==> src/rtl/spi_regif_sampled.sv <==
`default_nettype none
// +--------------------------------------------------------------------------+
// | Module   : spi_regif_sampled                                             |
// | Purpose  : SPI slave register-access port, oversampled in the clk domain.|
// |            Decodes a command word (R/W bit + ADDR_W address) and a DATA_W |
// |            data word; issues a one-clk write strobe, or a read request   |
// |            followed by MSB-first shift-out on MISO.                      |
// | Ports    : clk, rst_n (async, active-low)                                |
// |            i_sclk, i_mosi, i_cs_n  - SPI pins (asynchronous to clk)      |
// |            o_miso, o_miso_oe       - SPI data out and its enable         |
// |            o_reg_addr, o_wr_data, o_wr_en, o_rd_en, i_rd_data            |
// |                                    - register file side                  |
// |            o_frame_err             - one-clk pulse on an aborted frame   |
// | Options  : SPI_BURST_EN - multi-word frames with address auto-increment |
// | Revision : 1.0 - initial release                                         |
// +--------------------------------------------------------------------------+
module spi_regif_sampled #(
  parameter int ADDR_W      = 7,
  parameter int DATA_W      = 8,
  parameter int CPOL        = 0,
  parameter int CPHA        = 1,
  parameter int SYNC_STAGES = 2
) (
  input  logic              clk,
  input  logic              rst_n,
  input  logic              i_sclk,
  input  logic              i_mosi,
  input  logic              i_cs_n,
  output logic              o_miso,
  output logic              o_miso_oe,
  output logic [ADDR_W-1:0] o_reg_addr,
  output logic [DATA_W-1:0] o_wr_data,
  output logic              o_wr_en,
  output logic              o_rd_en,
  input  logic [DATA_W-1:0] i_rd_data,
  output logic              o_frame_err
);

  localparam int   CMD_W     = 1 + ADDR_W;
  localparam int   MAX_W     = (CMD_W > DATA_W) ? CMD_W : DATA_W;
  localparam int   CNT_W     = $clog2(MAX_W + 1);
  localparam logic SCLK_IDLE = (CPOL != 0);

  typedef enum logic [2:0] {
    IDLE = 3'd0,
    CMD  = 3'd1,
    RD   = 3'd2,
    WR   = 3'd3,
    HOLD = 3'd4
  } state_t;

  state_t                 r_state;
  state_t                 w_state_nxt;
  logic [SYNC_STAGES-1:0] r_sclk_sync;
  logic [SYNC_STAGES-1:0] r_mosi_sync;
  logic [SYNC_STAGES-1:0] r_cs_sync;
  logic                   r_sclk_d;
  logic                   r_cs_d;
  logic [CNT_W-1:0]       r_cnt;
  logic [MAX_W-2:0]       r_shift;
  logic [DATA_W-1:0]      r_tx;

  logic w_sclk, w_mosi, w_cs_n;
  logic w_rise, w_fall, w_lead, w_trail, w_sample, w_launch;
  logic w_cs_fall, w_cs_rise;
  logic [MAX_W-1:0] w_shift_in;
  logic w_cmd_done, w_word_done, w_rd_fire, w_wr_fire, w_frame_err;

  assign w_sclk = r_sclk_sync[SYNC_STAGES-1];
  assign w_mosi = r_mosi_sync[SYNC_STAGES-1];
  assign w_cs_n = r_cs_sync[SYNC_STAGES-1];

  assign w_rise    = w_sclk & ~r_sclk_d;
  assign w_fall    = ~w_sclk & r_sclk_d;
  assign w_lead    = (CPOL == 0) ? w_rise : w_fall;
  assign w_trail   = (CPOL == 0) ? w_fall : w_rise;
  assign w_sample  = (CPHA == 0) ? w_lead : w_trail;
  assign w_launch  = (CPHA == 0) ? w_trail : w_lead;
  assign w_cs_fall = ~w_cs_n & r_cs_d;
  assign w_cs_rise = w_cs_n & ~r_cs_d;

  assign w_shift_in = {r_shift, w_mosi};
  assign o_miso_oe  = ~w_cs_n;

  // State register
  always_ff @(posedge clk or negedge rst_n) begin
    if (!rst_n) r_state <= IDLE;
    else        r_state <= w_state_nxt;
  end

  // RD counts sample edges rather than launch edges so the last data bit is
  // still on the pin when the master samples it; the launch/sample pairing is
  // one-to-one in both phases, so this ends the word after DATA_W launches.
  always_comb begin
    w_state_nxt = r_state;
    w_cmd_done  = 1'b0;
    w_word_done = 1'b0;
    w_rd_fire   = 1'b0;
    w_wr_fire   = 1'b0;
    w_frame_err = 1'b0;
    if (w_cs_rise) begin
      w_state_nxt = IDLE;
      if ((r_state == CMD || r_state == RD || r_state == WR) && (r_cnt != '0))
        w_frame_err = 1'b1;
    end else begin
      case (r_state)
        IDLE: if (w_cs_fall) w_state_nxt = CMD;
        CMD: begin
          if (w_sample && r_cnt == CNT_W'(CMD_W - 1)) begin
            w_cmd_done = 1'b1;
            if (w_shift_in[CMD_W-1]) begin
              w_state_nxt = RD;
              w_rd_fire   = 1'b1;
            end else begin
              w_state_nxt = WR;
            end
          end
        end
        RD: begin
          if (w_sample && r_cnt == CNT_W'(DATA_W - 1)) begin
            w_word_done = 1'b1;
`ifdef SPI_BURST_EN
            w_rd_fire   = 1'b1;
`else
            w_state_nxt = HOLD;
`endif
          end
        end
        WR: begin
          if (w_sample && r_cnt == CNT_W'(DATA_W - 1)) begin
            w_word_done = 1'b1;
            w_wr_fire   = 1'b1;
`ifdef SPI_BURST_EN
            w_state_nxt = WR;
`else
            w_state_nxt = HOLD;
`endif
          end
        end
        default: ;  // HOLD waits for cs_n to deassert
      endcase
    end
  end

  // Datapath. The cs_n chain resets to the deasserted level and sclk to its
  // idle level so that reset release never produces a spurious edge.
  always_ff @(posedge clk or negedge rst_n) begin
    if (!rst_n) begin
      r_sclk_sync <= {SYNC_STAGES{SCLK_IDLE}};
      r_mosi_sync <= '0;
      r_cs_sync   <= '1;
      r_sclk_d    <= SCLK_IDLE;
      r_cs_d      <= 1'b1;
      r_cnt       <= '0;
      r_shift     <= '0;
      r_tx        <= '0;
      o_miso      <= 1'b0;
      o_reg_addr  <= '0;
      o_wr_data   <= '0;
      o_wr_en     <= 1'b0;
      o_rd_en     <= 1'b0;
      o_frame_err <= 1'b0;
    end else begin
      r_sclk_sync <= {r_sclk_sync[SYNC_STAGES-2:0], i_sclk};
      r_mosi_sync <= {r_mosi_sync[SYNC_STAGES-2:0], i_mosi};
      r_cs_sync   <= {r_cs_sync[SYNC_STAGES-2:0], i_cs_n};
      r_sclk_d    <= w_sclk;
      r_cs_d      <= w_cs_n;
      o_rd_en     <= w_rd_fire;
      o_wr_en     <= w_wr_fire;
      o_frame_err <= w_frame_err;

      if (w_cs_rise) begin
        r_cnt <= '0;
      end else begin
        case (r_state)
          IDLE: r_cnt <= '0;
          CMD: begin
            if (w_sample) begin
              r_shift <= w_shift_in[MAX_W-2:0];
              r_cnt   <= w_cmd_done ? '0 : r_cnt + CNT_W'(1);
              if (w_cmd_done) o_reg_addr <= w_shift_in[ADDR_W-1:0];
            end
          end
          WR: begin
            if (w_sample) begin
              r_shift <= w_shift_in[MAX_W-2:0];
              r_cnt   <= w_word_done ? '0 : r_cnt + CNT_W'(1);
              if (w_word_done) o_wr_data <= w_shift_in[DATA_W-1:0];
            end
          end
          RD: begin
            if (w_launch) begin
              o_miso <= r_tx[DATA_W-1];
              r_tx   <= r_tx << 1;
            end
            if (w_sample) r_cnt <= w_word_done ? '0 : r_cnt + CNT_W'(1);
          end
          default: ;
        endcase
      end

      // rd_data is captured on the edge that ends the rd_en cycle.
      if (o_rd_en) r_tx <= i_rd_data;

`ifdef SPI_BURST_EN
      // Write address advances as wr_en retires, so it is stable during the
      // strobe; read address advances before the next rd_en is issued.
      if (o_wr_en) o_reg_addr <= o_reg_addr + ADDR_W'(1);
      if (r_state == RD && w_word_done) o_reg_addr <= o_reg_addr + ADDR_W'(1);
`endif

      if (w_state_nxt != RD) o_miso <= 1'b0;
    end
  end

endmodule
`default_nettype wire

==> config.mk <==
export PLATFORM = sky130hd
export DESIGN_NAME = spi_regif_sampled
export DESIGN_NICKNAME = d
export VERILOG_FILES = /design/src/rtl/spi_regif_sampled.sv
export SDC_FILE = /design/constraint.sdc
export NUM_CORES = 1
export LEC_CHECK = 0
export ABC_AREA = 0
export CAP_MARGIN = 30
export CORE_AREA = 2 2 75 70
export CTS_BUF_LIST = sky130_fd_sc_hd__clkbuf_2
export DETAILED_ROUTE_END_ITERATION = 10
export DIE_AREA = 0 0 77 72
export PLACE_DENSITY = 0.7
export SLEW_MARGIN = 20
export SYNTH_ARGS = -nofsm -noshare
export SYNTH_HDL_FRONTEND = slang
export SYNTH_SLANG_ARGS = --single-unit
export TNS_END_PERCENT = 1
==> constraint.sdc <==
create_clock -name clk -period 1.9 [get_ports clk]
set_input_delay 0.285 -clock clk [delete_from_list [all_inputs] [get_ports clk]]
set_output_delay 0.285 -clock clk [all_outputs]
set_load 0.02 [all_outputs]
# Word-level counts from Yosys, hierarchy flattened
# Index checks and enable logic that the tools add are counted.
[classes]
add_sub_neg = 1
eq_ne = 9
mux = 33
n_bitwise = 9
reduce_logical = 19
[op_table]
columns = ["operator", "count"]
rows = [
  ["$mux 8", 4],
  ["$mux 4", 5],
  ["$mux 1", 18],
  ["$mux 3", 4],
  ["$pmux 4 s3", 1],
  ["$reduce_and 3->1", 4],
  ["$pmux 3 s3", 1],
  ["$reduce_and 4->1", 2],
  ["$reduce_bool 2->1", 4],
  ["$reduce_bool 4->1", 2],
  ["$eq 3x2->1 const B", 2],
  ["$not 1->1", 5],
  ["$add 4x1->4 const B", 1],
  ["$and 1x1->1", 4],
  ["$eq 4x3->1 const B", 1],
  ["$reduce_or 2->1", 2],
  ["$eq 3x1->1 const B", 1],
  ["$logic_not 3->1", 1],
  ["$ne 3x1->1 const B", 1],
  ["$ne 3x2->1 const B", 1],
  ["$ne 3x3->1 const B", 1],
  ["$logic_and 1x1->1", 2],
  ["$logic_or 1x1->1", 2],
  ["$ne 2x1->1 const B", 1],
  ["$ne 2x2->1 const B", 1],
]
[word_totals]
ff_bits = 49
wordCells = 86

# Depth between registers and ports, before layout
# Gate-level depths: netlist of the first run.
[depth]
ltp_word = 10
mapped_depth = 7
ltp_nobuf = 5

# Worst setup path after synthesis of the first run
# Ideal clock, no wire load.
[synth_timing]
kind = "reg2reg"
start = "reg r_cs_d"
end = "reg o_wr_data[0]"
setup_time_ns = 0.125
arrival_time_ns = 1.651
t_required_ns = 1.775
slack_ns = 0.124
path_stages_with_launch = 7
n_path_buf = 2
cell_sequence = "dfstp_2 -> nand2b_1 -> clkbuf_1 -> nand3_4 -> or2_1 -> buf_6 -> mux2_4"
[synth_between]
elab_chain_cells = 4
word_cells_on_any_way = 5
classes_between = "mux: 1; bitwise: 3; reduce/logical: 1"
[synth_rtl]
columns = ["item", "line_no", "rtl"]
rows = [
  ["start: declaration", "58", "logic r_cs_d;"],
  ["start signal: assignment", "168", "r_cs_d <= w_cs_n;"],
  ["$not 1->1 (*)", "80", "assign w_cs_rise = w_cs_n & ~r_cs_d;"],
  ["$and 1x1->1 (*)", "80", ""],
  ["$mux 1 or $not 1->1 (tied branches)", "--", ""],
  ["$reduce_and 4->1 (no source line) (*)", "--", ""],
  ["end signal: assignment", "189", "if (w_word_done) o_wr_data <= w_shift_in[DATA_W-1:0];"],
  ["end: declaration", "32", "output logic [DATA_W-1:0] o_wr_data,"],
]
# Mark *: on every way between the ends. The rest lies on a longest branch, timed or not.
# A chain may end at the register's enable or synchronous reset.

# Final worst setup path of the first run
[layout_timing]
start = "reg r_state[2]"
end = "reg r_tx[5]"
[layout_between]
elab_chain_cells = 3
[layout_rtl]
columns = ["item", "line_no", "rtl"]
rows = [
  ["start: declaration", "52", "state_t r_state;"],
  ["start signal: assignment", "88", "else r_state <= w_state_nxt;"],
  ["$eq 3x2->1", "176", "case (r_state)"],
  ["$reduce_bool 2->1 (no source line)", "--", ""],
  ["$reduce_and 3->1 (no source line)", "--", ""],
  ["end signal: assignment", "195", "r_tx <= r_tx << 1;"],
  ["end signal: assignment", "204", "if (o_rd_en) r_tx <= i_rd_data;"],
  ["end: declaration", "61", "logic [DATA_W-1:0] r_tx;"],
]
# Every way passes these cells.

==> impl_metrics.ini, run 1 <==
[synthesis]
ys_warn_count = 0
synth_area_leaders = dfrtp_1 56%, mux2_2 16%, mux2_4 5.8%
synth_enable_flop_cells = 0
synth_area_leader_cell = dfrtp_1
synthCells = 145
ys_seq_area_frac = 0.593
ys_top_cells_by_count = 46 x dfrtp_1, 29 x mux2_2, 8 x mux2_4
syn-cell-area_um2 = 2070
synth_flop_cell = dfrtp_1
syn_avg_cell_area_um2 = 14.3
synth_nets = 160
synthArstFlopShare = 1.00
synth_top_area_share = 0.555
synth_cell_types = 37
synth_most_common_cell = dfrtp_1
ys_ff_latch = 49

[timing]
setup_viol_count_final = 0
setup_tns_ns = 0
drv_slew = 0
rsz0062_at_grt = yes
hold_violations = 0
slew_headroom = 0.614
final.period_utilization = 0.976
period_minus_slack_ns = 1.85
setup_ws_ns = 0.0464
fmax_ghz = 0.539
max_slew.worst_pin.slew_ns = 0.579
fin_skew_ns = 0.0133

[cells_and_area]
seq_area_um2 = 1230
final_cells = 257
n_fill_cell = 422
stdcell_area_um2 = 2630
fin_nets = 206
multiInputGateArea_um2 = 805
final_util = 0.553
area.growth.synth_to_final_pct = 26.6
drive_above_1_share = 0.359
num_antenna_cells = 0

[clock_tree]
h-tree-depth = 2
clk-insertion-delay-late_ns = 0.43
cts_tree = yes
cts_buffers = 5
clockRootBuffer = clkbuf_2
ctsLongestPathBuffers = 2
clk_pin_slew_worst_paths_ns = 0.22
cts.sinks = 49

[global_route]
antenna_found_initial = 0
grtUsageTotal = 0.162
overflow = 0
grt_max_degree = 26
grt_pass1_wl_um = 6930
grt_pass1_vias = 1362

[min_path]
hp-class = in2reg

[critical_path]
start_kind = flip-flop
end_kind = flip-flop
crit_type = reg2reg
path_max_fanout = 8
cp.required_ns = 2.24
reg2reg_slack_ns = 0.05
worstPathArrival_ns = 2.19

[floorplanning]
dieHeight_um = 72
core_um2 = 4740
io_pins = 33
die-area_um2 = 5540
rows = 24
initial_utilization = 0.437
die_x_um = 77

[placement]
gp_congestion = 0.869
placement.io_buffers = 32
pre_cts_ws_ns = 0.0483
place_hpwl_um = 2800
dp_cells = 247
place_area_um2 = 2530

[route]
drtIter0Drc = 87
wl_per_cell_um = 15.4
drt-total-wl_um = 3950
viasPerCell = 5.04
drtAntennaViolNets = 0
drc = 0
dr.pass1.iters = 4
num_vias = 1294

[flow_run]
maxCapViolCount = 0

[pwr]
irDropWorstVdd_uv = 572
p_per_area_nw_per_um2 = 738
leakage_nw = 1.25

[outcome]
outcome = complete, no violations
registers in the layout (all words and copies together), names as in the netlist, 2 cells and up:
signal       cells
o_wr_data        8
o_reg_addr       7
r_sclk_sync      2
r_cnt            4
r_cs_sync        2
r_mosi_sync      2
r_shift          7
r_state          3
r_tx             8
logic make-up (layout without fill, tap and decap cells):
group,after synthesis,in the layout,synth area share
fa+ha+maj,2,2,0.0121
simple gates,33,33,0.111
mux,38,38,0.220
flops,49,49,0.593
buf+inv,11,58,0.0241
compound gates,12,12,0.0392
where the power goes:
| group | internal (mW) | leakage (nW) | switching (mW) |
|---|---|---|---|
| clock network | 0.217 | 0.0366 | 0.319 |
| logic | 0.116 | 0.571 | 0.0918 |
| registers | 1.12 | 0.645 | 0.0716 |
| total | 1.45 | 1.25 | 0.483 |
routing by layer:
metal	vias to the layer above	global-route usage	wire length (µm)
met5	-	0	0
met4	0	0.0595	50
met1	662	0.212	1680
li1	604	-	-
met2	24	0.262	2060
met3	4	0.0448	164
final timing paths:
path                         startpoint             to  cells past startpoint
setup / recovery             r_state[2]        r_tx[5]                      4
hold / removal                   i_cs_n   r_cs_sync[0]                      1
setup reg to reg             r_state[2]        r_tx[5]                      4
hold reg to reg            r_cs_sync[0]   r_cs_sync[1]                      0
max in group asynchronous         rst_n  o_reg_addr[1]                      3
min in group asynchronous         rst_n       r_cnt[3]                      2
layout make-up:
| type | instances | area share |
|---|---|---|
| clock buffer | 5 | 0.00953 |
| timing repair buffer | 44 | 0.159 |
| clock inverter | 3 | 0.0157 |
| multi-input combinational | 85 | 0.306 |
| tap | 65 | 0.0310 |
| sequential | 49 | 0.469 |
| inverter | 6 | 0.00858 |
worst max-delay path, stage by stage, from the launching register on:
cell and delay (ns):
dfrtp_2 0.53, nor4b_2 0.37, nand3_2 0.27, mux2_2 0.34, mux2_2 0.27
placed cells by master (no fill, tap or decap), drive strengths merged:
cell and instances:
a31oi 1, nand4 1, a22o 1, clkinv 1, a21oi 3, mux2i 1, bufinv 1, ha 2
a211o 1, o21ai 2, dlygate4sd3 1, dfrtp 46, a22oi 1, and3 2, clkbuf 5, dfstp 3
nor3b 3, clkdlybuf4s50 29, mux2 37, nor2b 4, nand2b 1, or2 2, nand4b 1, o221ai 1
nand3 3, and3b 1, o41ai 1, nor4 2, nor2 6, clkinvlp 1, o21a 1, inv 6
nand2 5, dlygate4sd2 2, buf 12, nor4b 2
repair_timing:
action                                  CTS  global route
endpoints found under the setup margin    2            16
hold endpoints to repair                 21             0
buffers inserted                          0             1
pin swaps                                 0             1
resized for setup                         3             4
cloned                                    0             0
hold buffers                              1             0
per-stage QoR:
step / power (mW) / hold slack (ns)
final: 1.94 / 0.232
after floorplan: 1.31 / -0.0106
after detailed placement: 1.42 / 0.322
after global placement: 1.40 / 0.306
after CTS: 1.96 / 0.197
after global routing: 2.06 / 0.180
No activity file was read; power rests on OpenSTA's default activity.
==> run 2, diff against run 1 <==
--- a/config.mk
+++ b/config.mk
@@ -16,4 +16,4 @@
 export SYNTH_ARGS = -nofsm -noshare
 export SYNTH_HDL_FRONTEND = slang
 export SYNTH_SLANG_ARGS = --single-unit
-export TNS_END_PERCENT = 1
+export TNS_END_PERCENT = 50
==> impl_metrics.ini, run 2 (synthesized netlist as in run 1, its figures left out) <==
[outcome]
outcome = complete, no violations

[cells_and_area]
final_util = 0.559
most-common-layout-cells = 44 x dfrtp_1, 29 x mux2_2, 29 x clkdlybuf4s50_1, 11 x buf_4, 8 x mux2_4
area.growth.synth_to_final_pct = 27.9
reg_top3 = o_wr_data: 8 flops, r_tx: 8 flops
final_cells = 259
num_antenna_cells = 0
layout_commonest_cell = dfrtp_1
drive_above_1_share = 0.366
fin_nets = 208
n_fill_cell = 419

[timing]
fin_skew_ns = 0.0131
fmax_ghz = 0.543
rsz0062_at_grt = no
period_minus_slack_ns = 1.84
hold_violations = 0
final.period_utilization = 0.969
max_slew.worst_pin.slew_ns = 0.579
slew_headroom = 0.614
holdWs_ns = 0.230
drv_slew = 0
setup_tns_ns = 0
setup_viol_count_final = 0

[clock_tree]
cts_tree = yes
h-tree-depth = 2
ctsLongestPathBuffers = 2
clockRootBuffer = clkbuf_2
cts_buffers = 5
clk-insertion-delay-late_ns = 0.43
cts.sinks = 49
clk_pin_slew_worst_paths_ns = 0.23

[floorplanning]
die-area_um2 = 5540
io_pins = 33
rows = 24
core_um2 = 4740
initial_utilization = 0.437
die_x_um = 77
dieHeight_um = 72

[route]
wl_per_cell_um = 15.5
num_vias = 1289
drtAntennaViolNets = 0
drtIter0Drc = 129
viasPerCell = 4.98
drc = 0
dr.pass1.iters = 4
drt-total-wl_um = 4010

[critical_path]
start_kind = flip-flop
crit_chain = buf_12, nor3b_4, nand3_4, or2_2, mux2_4
path_max_fanout = 9
crit_type = reg2reg
worstPathArrival_ns = 2.18
max_stage_delay_ns = 0.51
cp.required_ns = 2.24
cp_slowest_cell = dfrtp_2
end_kind = flip-flop

[global_route]
grt_pass1_wl_um = 6930
grt_pass1_vias = 1362
grt_max_degree = 26
antenna_found_initial = 0
grtUsageTotal = 0.162
overflow = 0

[placement]
gp_congestion = 0.869
dp_cells = 247
place_hpwl_um = 2800
placement.io_buffers = 32

[flow_run]
maxCapViolCount = 0

[min_path]
hp-class = in2reg

[pwr]
p_per_area_nw_per_um2 = 731
totalPowerFinal_mw = 1.94
leakage_nw = 1.27
irDropWorstVdd_uv = 572
-- run 2: cell count changes in the layout (fill, tap and decap cells not counted), sizes merged --
cell,before,now
buf,12,14
-- run 2: path summary, 6_finish.rpt --
check | startpoint | to | slack (ns) | cells past startpoint
worst min register to register | r_cs_sync[0] | r_cs_sync[1] | 0.37 | 0
worst max register to register | r_state[2] | o_wr_data[7] | 0.06 | 5
worst max-delay path | r_state[2] | o_wr_data[7] | 0.06 | 5
max in group asynchronous | rst_n | o_reg_addr[1] | 1.02 | 3
worst min-delay path | i_cs_n | r_cs_sync[0] | 0.23 | 1
min in group asynchronous | rst_n | r_cnt[3] | 0.35 | 2
-- run 2: power by group --
group | internal (mW) | switching, mW | total [mW]
Clock | 0.217 | 0.321 | 0.538
Combinational | 0.116 | 0.0928 | 0.209
Sequential | 1.12 | 0.0714 | 1.19
Total | 1.45 | 0.485 | 1.94
-- run 2: metal layers --
layer / track usage / wire [µm] / share of wire / vias to the layer above
met5: 0 / 0 / 0 / -
met4: 0.0595 / 51 / 0.013 / 0
met3: 0.0448 / 152 / 0.038 / 5
met2: 0.262 / 2090 / 0.52 / 20
met1: 0.212 / 1720 / 0.43 / 656
li1: - / - / - / 608
-- run 2: what timing repair did --
action	CTS	global route
setup endpoints to repair	2	16
hold buffers	1	0
setup buffers	0	3
gates resized for setup	3	4
pin swaps	0	1
cloned	0	0
hold endpoints to repair	21	0
-- run 2: stage by stage --
| stage | cell area (µm²) | worst slack [ns] |
|---|---|---|
| after floorplan | 2070 | 0.124 |
| after CTS | 2610 | 0.0201 |
| final | 2650 | 0.0594 |
| after detailed placement | 2530 | 0.0483 |
| after global routing | 2650 | 0.00435 |
| after global placement | 2530 | 0.121 |
-- run 2: critical path, delay by kind of cell (launching register included) --
kind	cells	cell delay (ns)
muxes	1	0.34
DFF	1	0.51
buffers and inverters	1	0.14
and+or+nand+nor	3	0.76
-- run 2: area by class of cell --
type                    count  area [µm²]  share of cell area
well taps                  65        81.3              0.0307
clock inverters             3        41.3              0.0156
inverters                   6        22.5             0.00849
multi-input cells          85         805               0.303
flip-flops and latches     49        1230               0.465
repair buffers             46         445               0.168
clock buffers               5        25.0             0.00943
